`src/rtl/ifu_fetch_if.sv`:
```
// Instruction-memory request/response channel between the fetch unit (master)
// and instruction memory (slave). Both directions use valid/ready handshakes.
interface ifu_fetch_if #(
    parameter int ADDR_WIDTH = 32,
    parameter int INST_WIDTH = 32
);
    // Handshake rule: a transfer happens on a rising clock edge where valid and
    // ready are both high; valid may not depend combinationally on ready.
    logic                  imem_req_valid;
    logic                  imem_req_ready;
    logic [ADDR_WIDTH-1:0] imem_req_addr;
    logic                  imem_resp_valid;
    logic                  imem_resp_ready;
    logic [INST_WIDTH-1:0] imem_resp_data;
    logic                  imem_resp_err;

    modport master (
        output imem_req_valid,
        output imem_req_addr,
        output imem_resp_ready,
        input  imem_req_ready,
        input  imem_resp_valid,
        input  imem_resp_data,
        input  imem_resp_err
    );

    modport slave (
        input  imem_req_valid,
        input  imem_req_addr,
        input  imem_resp_ready,
        output imem_req_ready,
        output imem_resp_valid,
        output imem_resp_data,
        output imem_resp_err
    );
endinterface

```
`src/rtl/ifu_fetch.sv`:
```
// Single-issue instruction fetch unit: owns the PC and fetches one instruction at a time.
// Optional IFU_PERF_CNT_EN adds 64-bit committed-instruction and stall counters.
module ifu_fetch #(
    parameter int                    ADDR_WIDTH = 32,
    parameter int                    INST_WIDTH = 32,
    parameter logic [ADDR_WIDTH-1:0] PC_RESET   = ADDR_WIDTH'(32'h8000_0000)
) (
    input  logic                  clk,
    input  logic                  rst,
    ifu_fetch_if.master           imem,
    output logic [ADDR_WIDTH-1:0] pc_out,
    output logic [INST_WIDTH-1:0] inst,
    output logic                  inst_valid,
    input  logic [ADDR_WIDTH-1:0] pc_in,
    input  logic                  pc_w_en,
    output logic                  fetch_err,
    output logic                  fetch_err_misal,
`ifdef IFU_PERF_CNT_EN
    output logic [63:0]           perf_inst_cnt,
    output logic [63:0]           perf_stall_cnt,
`endif
    output logic [1:0]            dbg_state
);

    typedef enum logic [1:0] {
        S_REQ   = 2'd0,
        S_RESP  = 2'd1,
        S_VALID = 2'd2,
        S_ERR   = 2'd3
    } state_e;

    state_e                state_q, state_d;
    logic [ADDR_WIDTH-1:0] pc_q, pc_d;
    logic [INST_WIDTH-1:0] inst_q, inst_d;
    logic                  misal_q, misal_d;
    logic                  req_valid_q, resp_ready_q, inst_valid_q, fetch_err_q;
    logic                  commit;

    assign commit = (state_q == S_VALID) && pc_w_en;

    always_comb begin
        state_d = state_q;
        pc_d    = pc_q;
        inst_d  = inst_q;
        misal_d = misal_q;
        case (state_q)
            S_REQ: begin
                if (imem.imem_req_ready) begin
                    state_d = S_RESP;
                end
            end
            S_RESP: begin
                if (imem.imem_resp_valid) begin
                    inst_d = imem.imem_resp_data;
                    if (imem.imem_resp_err) begin
                        state_d = S_ERR;
                        misal_d = 1'b0;
                    end else begin
                        state_d = S_VALID;
                    end
                end
            end
            S_VALID: begin
                // A misaligned target is trapped here; the PC keeps the faulting instruction's address.
                if (pc_w_en) begin
                    if (pc_in[1:0] == 2'b00) begin
                        pc_d    = pc_in;
                        state_d = S_REQ;
                    end else begin
                        state_d = S_ERR;
                        misal_d = 1'b1;
                    end
                end
            end
            default: begin
                state_d = S_ERR;
            end
        endcase
    end

    // Handshake/status outputs are registered from the next state so they stay glitch-free.
    always_ff @(posedge clk) begin
        if (!rst) begin
            state_q      <= S_REQ;
            pc_q         <= PC_RESET;
            inst_q       <= '0;
            misal_q      <= 1'b0;
            req_valid_q  <= 1'b1;
            resp_ready_q <= 1'b0;
            inst_valid_q <= 1'b0;
            fetch_err_q  <= 1'b0;
        end else begin
            state_q      <= state_d;
            pc_q         <= pc_d;
            inst_q       <= inst_d;
            misal_q      <= misal_d;
            req_valid_q  <= (state_d == S_REQ);
            resp_ready_q <= (state_d == S_RESP);
            inst_valid_q <= (state_d == S_VALID);
            fetch_err_q  <= (state_d == S_ERR);
        end
    end

`ifdef IFU_PERF_CNT_EN
    logic [63:0] perf_inst_q, perf_inst_d;
    logic [63:0] perf_stall_q, perf_stall_d;
    logic        stall;

    assign stall = ((state_q == S_REQ)  && !imem.imem_req_ready) ||
                   ((state_q == S_RESP) && !imem.imem_resp_valid);

    always_comb begin
        perf_inst_d  = perf_inst_q  + {63'd0, commit};
        perf_stall_d = perf_stall_q + {63'd0, stall};
    end

    always_ff @(posedge clk) begin
        if (!rst) begin
            perf_inst_q  <= '0;
            perf_stall_q <= '0;
        end else begin
            perf_inst_q  <= perf_inst_d;
            perf_stall_q <= perf_stall_d;
        end
    end

    assign perf_inst_cnt  = perf_inst_q;
    assign perf_stall_cnt = perf_stall_q;
`else
    logic unused_commit;
    assign unused_commit = commit;
`endif

    assign imem.imem_req_valid  = req_valid_q;
    assign imem.imem_req_addr   = pc_q;
    assign imem.imem_resp_ready = resp_ready_q;
    assign pc_out               = pc_q;
    assign inst                 = inst_q;
    assign inst_valid           = inst_valid_q;
    assign fetch_err            = fetch_err_q;
    assign fetch_err_misal      = misal_q;
    assign dbg_state            = state_q;

endmodule

```
`src/flat_wrapper.sv`:
```
// flat-port wrapper written by rule: the top's interface ports become plain ports
module ifu_fetch_flat 
#(
    parameter int                    ADDR_WIDTH = 32,
    parameter int                    INST_WIDTH = 32,
    parameter logic [ADDR_WIDTH-1:0] PC_RESET   = ADDR_WIDTH'(32'h8000_0000)
)
  (clk, rst, pc_out, inst, inst_valid, pc_in, pc_w_en, fetch_err, fetch_err_misal, dbg_state, imem_imem_req_valid, imem_imem_req_addr, imem_imem_resp_ready, imem_imem_req_ready, imem_imem_resp_valid, imem_imem_resp_data, imem_imem_resp_err);
  ifu_fetch_if #(.ADDR_WIDTH(ADDR_WIDTH), .INST_WIDTH(INST_WIDTH)) imem_i ();
  input  logic clk;
  input  logic rst;
  output logic [ADDR_WIDTH-1:0] pc_out;
  output logic [INST_WIDTH-1:0] inst;
  output logic inst_valid;
  input  logic [ADDR_WIDTH-1:0] pc_in;
  input  logic pc_w_en;
  output logic fetch_err;
  output logic fetch_err_misal;
  output logic [1:0] dbg_state;
  output wire logic [$bits(imem_i.imem_req_valid)-1:0] imem_imem_req_valid;
  output wire logic [$bits(imem_i.imem_req_addr)-1:0] imem_imem_req_addr;
  output wire logic [$bits(imem_i.imem_resp_ready)-1:0] imem_imem_resp_ready;
  input wire logic [$bits(imem_i.imem_req_ready)-1:0] imem_imem_req_ready;
  input wire logic [$bits(imem_i.imem_resp_valid)-1:0] imem_imem_resp_valid;
  input wire logic [$bits(imem_i.imem_resp_data)-1:0] imem_imem_resp_data;
  input wire logic [$bits(imem_i.imem_resp_err)-1:0] imem_imem_resp_err;
  assign imem_imem_req_valid = imem_i.imem_req_valid;
  assign imem_imem_req_addr = imem_i.imem_req_addr;
  assign imem_imem_resp_ready = imem_i.imem_resp_ready;
  assign imem_i.imem_req_ready = imem_imem_req_ready;
  assign imem_i.imem_resp_valid = imem_imem_resp_valid;
  assign imem_i.imem_resp_data = imem_imem_resp_data;
  assign imem_i.imem_resp_err = imem_imem_resp_err;
  ifu_fetch #(.ADDR_WIDTH(ADDR_WIDTH), .INST_WIDTH(INST_WIDTH), .PC_RESET(PC_RESET)) u_core (.clk(clk), .rst(rst), .imem(imem_i), .pc_out(pc_out), .inst(inst), .inst_valid(inst_valid), .pc_in(pc_in), .pc_w_en(pc_w_en), .fetch_err(fetch_err), .fetch_err_misal(fetch_err_misal), .dbg_state(dbg_state));
endmodule
```
`config.mk`:
```
export PLATFORM = sky130hd
export DESIGN_NAME = ifu_fetch_flat
export DESIGN_NICKNAME = d
export VERILOG_FILES = /design/src/rtl/ifu_fetch_if.sv /design/src/rtl/ifu_fetch.sv /design/src/flat_wrapper.sv
export SDC_FILE = /design/constraint.sdc
export NUM_CORES = 1
export LEC_CHECK = 0
export CAP_MARGIN = 20
export CORE_UTILIZATION = 33
export CTS_BUF_LIST = sky130_fd_sc_hd__clkbuf_4 sky130_fd_sc_hd__clkbuf_8 sky130_fd_sc_hd__clkbuf_16
export DETAILED_ROUTE_END_ITERATION = 10
export DONT_BUFFER_PORTS = 1
export GPL_TIMING_DRIVEN = 0
export SLEW_MARGIN = 20
export SYNTH_ARGS = -nofsm -noshare
export SYNTH_HDL_FRONTEND = slang
export SYNTH_SLANG_ARGS = --single-unit
```
`constraint.sdc`:
```
create_clock -name clk -period 1.9 [get_ports clk]
set_clock_uncertainty 0.2 [all_clocks]
set_input_delay 0 -clock clk [delete_from_list [all_inputs] [get_ports clk]]
set_output_delay 0 -clock clk [all_outputs]
set_load 0.1 [all_outputs]
```
==> summary.md <==
| Metric | Value |
|---|---|
| Post-synth cell types | 25 |
| FMAX | between 500 and 600 MHz |
| Headroom to the max-slew limit | 0.3348 |
| Final Hold Fails | 0 |
| Root buf cell | clkbuf_8 |
| Starting density of the core | 0.3404 |
| CTS tree | built |
| Io pins | between 150 and 200 |
| Sw Share | 0.3083 |
| Switch Pwr | between 1 and 1.5 mW |
| Via count | 2645 |
| Diode count | 0 |
| Leakage power total | around 1.5 nW |
| Clock Pin Slew Worst Setup and Hold Paths | about 70 ps |
| Reg-to-Reg End | u_core.fetch_err$_SDFF_PN0_ |
| DRC Markers | 0 |
| Global placement routability congestion | ~0.72 |
| PwrDens | between 800 and 900 nW/um^2 |
| Yosys warning total | 0 |
| First-pass GRT wire length | 13420 um |
| Post-DP HPWL | ~5400 um |
| Layout cell share with drive strength beyond 1 | 0.2300 |
| Clk buf depth | 2 |
| Die Width | around 97 um |
| Post-synthesis sequential area ratio | 0.4812 |
| Num CTS Buffers | 9 |
| Final Util | 0.4660 |
| Post-Syn Instances | between 300 and 400 |
| Placed cells | 450 |
| Max-cap violations | 0 |
| Setup TNS Final | 0 ps |
| Setup WS pre-CTS | -156.1 ps |
| Finished Layout Cells | 534 |
| Most common cell after layout, fill and taps aside | dlygate4sd3_1 |
| Final ANT Viol Nets | 0 |
| Hold Path Class | input port to flip-flop |
| Nets | between 400 and 500 |
| Via/cell ratio | around 5 |
| Synth Register Bits | just over 70 |
| Critical Path End Type | flip-flop |
| FF-to-FF setup slack | around 54 ps |
| Worst Slack Setup Final | about 54 ps |
| Max VDD drop | 0.0003560 V |
| Worst-Margin Slew | ~1000 ps |
| DRT Pass-1 Iters | 4 |
| Routed Wire Length | 8207 um |
| IO buf count | 0 |
| Clk pwr share | 0.344 |
| Mapped Avg Cell Area | around 8.6 um^2 |
| H-tree depth | 3 |
| R2R depth | 5 |
| Post-Syn Area | 2954 um^2 |
| Tmin final | between 1500 and 2000 ps |
| Main synth FF type | dfxtp_1 |
| Critical path origin | u_core.dbg_state[0]$_SDFF_PN0_ |
| Status | finished clean |
| Hold path cells | 3 |
| Largest net degree at the start of global routing | 11 |
| Most frequent cells in the layout | dlygate4sd3_1 (69), nand2_1 (65), a21boi_0 (56) |
| R2R Path Start | u_core.dbg_state[0]$_SDFF_PN0_ |
| CP Class | flip-flop to flip-flop |
| Comb pwr share | 0.105 |
| Worst skew pair latency | between 300 and 400 ps |
| Number of max-slew violations in the final report | 0 |
| Total gr overflow | 0 |
| Die Ht | a little under 100 um |
| Row count | 34 |
| Syn-to-layout area delta | 36.89% |
| Crit share post-route | 0.9715 |
| Core area | between 8000 and 9000 um^2 |
| DRT iter0 DRCs | just under 80 |
| GRT Total Usage | 0.1785 |
| Die ar. | 9334 um^2 |
| Post-Syn Nets | just over 400 |
| Sequential Power Share | 0.551 |
| CP required | ~1900 ps |
| Post-synth ARST share | 0 |
| Unrepaired setup endpoints after global routing | no |
| Vias in the first global route | 2640 |
| Post-synth EDFFs | 0 |
| Routed wire per std cell | 15.37 um |
| Setup-failing EPs final | 0 |
| CP arrival | 1870 ps |
| Crit path max fanout | 7 |
| Setup crit end | u_core.fetch_err$_SDFF_PN0_ |
| Antenna violations before repair | 0 |
| Internal cell power | 2.388 mW |
| TritonCTS Sinks | 71 |
| Critical path startpoint category | flip-flop |
## state kept, by name, summed over array words and instances (netlist names)
| name | cells |
|---|---|
| u_core.inst | 32 |
| u_core.fetch_err_misal | 1 |
| u_core.dbg_state | 2 |
| u_core.inst_valid | 1 |
| u_core.imem.imem_req_addr | 32 |
| u_core.imem.imem_req_valid | 1 |
| u_core.fetch_err | 1 |
| u_core.imem.imem_resp_ready | 1 |
## Yosys cell counts, types with 4 or more instances
master    number  area, um^2
a21boi_0      56       420.4
a21boi_1       6       45.04
and3_1         4       25.02
buf_2          6       30.03
buf_4         33       247.7
clkbuf_1      20       75.07
dfxtp_1       71        1421
nand2_1       65       244.0
nand3_1       31       155.2
o21ai_0       30       150.1
## worst min path at each step
stage / from / endpoint / slack (ps)
finish: imem_imem_resp_data[14] / u_core.inst[14]$_SDFFE_PN0P_ / 150
global route: pc_in[17] / u_core.imem.imem_req_addr[17]$_SDFFE_PN0P_ / 130
CTS: imem_imem_resp_data[13] / u_core.inst[13]$_SDFFE_PN0P_ / 130
detailed placement: imem_imem_resp_data[13] / u_core.inst[13]$_SDFFE_PN0P_ / -60
global placement: imem_imem_resp_data[13] / u_core.inst[13]$_SDFFE_PN0P_ / -60
floorplan: imem_imem_resp_data[11] / u_core.inst[11]$_SDFFE_PN0P_ / -70
## cells by family after synthesis
logic type             after synthesis  share of synthesized area
and+or+nand+nor                    112                     0.1715
AOI/OAI and AO/OA                   98                     0.2228
DFF                                 71                     0.4812
buffers and inverters               61                     0.1245
## worst max-delay path: stages (launching register included)
cell and delay (ps):
dfxtp_4 540, buf_6 170, and3b_1 180, buf_6 130, a221o_1 340, and3_1 180
## metrics by stage
step | power (mW) | hold WS (ps) | area (um^2)
global placement | 2.162 | -61.93 | 3094
CTS | 3.500 | 128.4 | 4021
finish | 3.452 | 150.2 | 4044
detailed placement | 2.167 | -57.15 | 3094
floorplan | 2.105 | -65.11 | 2959
global route | 3.609 | 134.3 | 4044
## power groups by stage
stage	clock, mW	sequential (mW)	combinational, mW
floorplan	0	1.92	0.184
global placement	0	1.93	0.227
detailed placement	0	1.93	0.233
CTS	1.25	1.90	0.352
global route	1.30	1.91	0.398
finish	1.19	1.90	0.363
## final cells by class
type | count | area, um^2
well taps | 108 | 135.1
clock inverters | 1 | 30.03
inverters | 1 | 3.754
fillers | 809 | 4634
clock buffers | 13 | 160.2
flip-flops and latches | 71 | 1469
multi-input cells | 210 | 1166
plain buffers | 59 | 374.1
repair buffers | 71 | 705.7
## per-layer routing
layer | GRT usage | vias to the layer above | routed length, um
li1 | - | 1286 | -
met1 | 0.2081 | 1230 | 3575
met2 | 0.2947 | 120 | 3829
met3 | 0.07587 | 9 | 716
met4 | 0.05741 | 0 | 85
met5 | 0 | - | 0
## repair_timing
item,CTS,global route
endpoints found under the hold margin,71,0
resized for setup,37,9
hold buffers,69,0
pin swaps,0,1
setup buffers,0,2
endpoints found under the setup margin,94,37
Power figures use the tool's default switching activity.
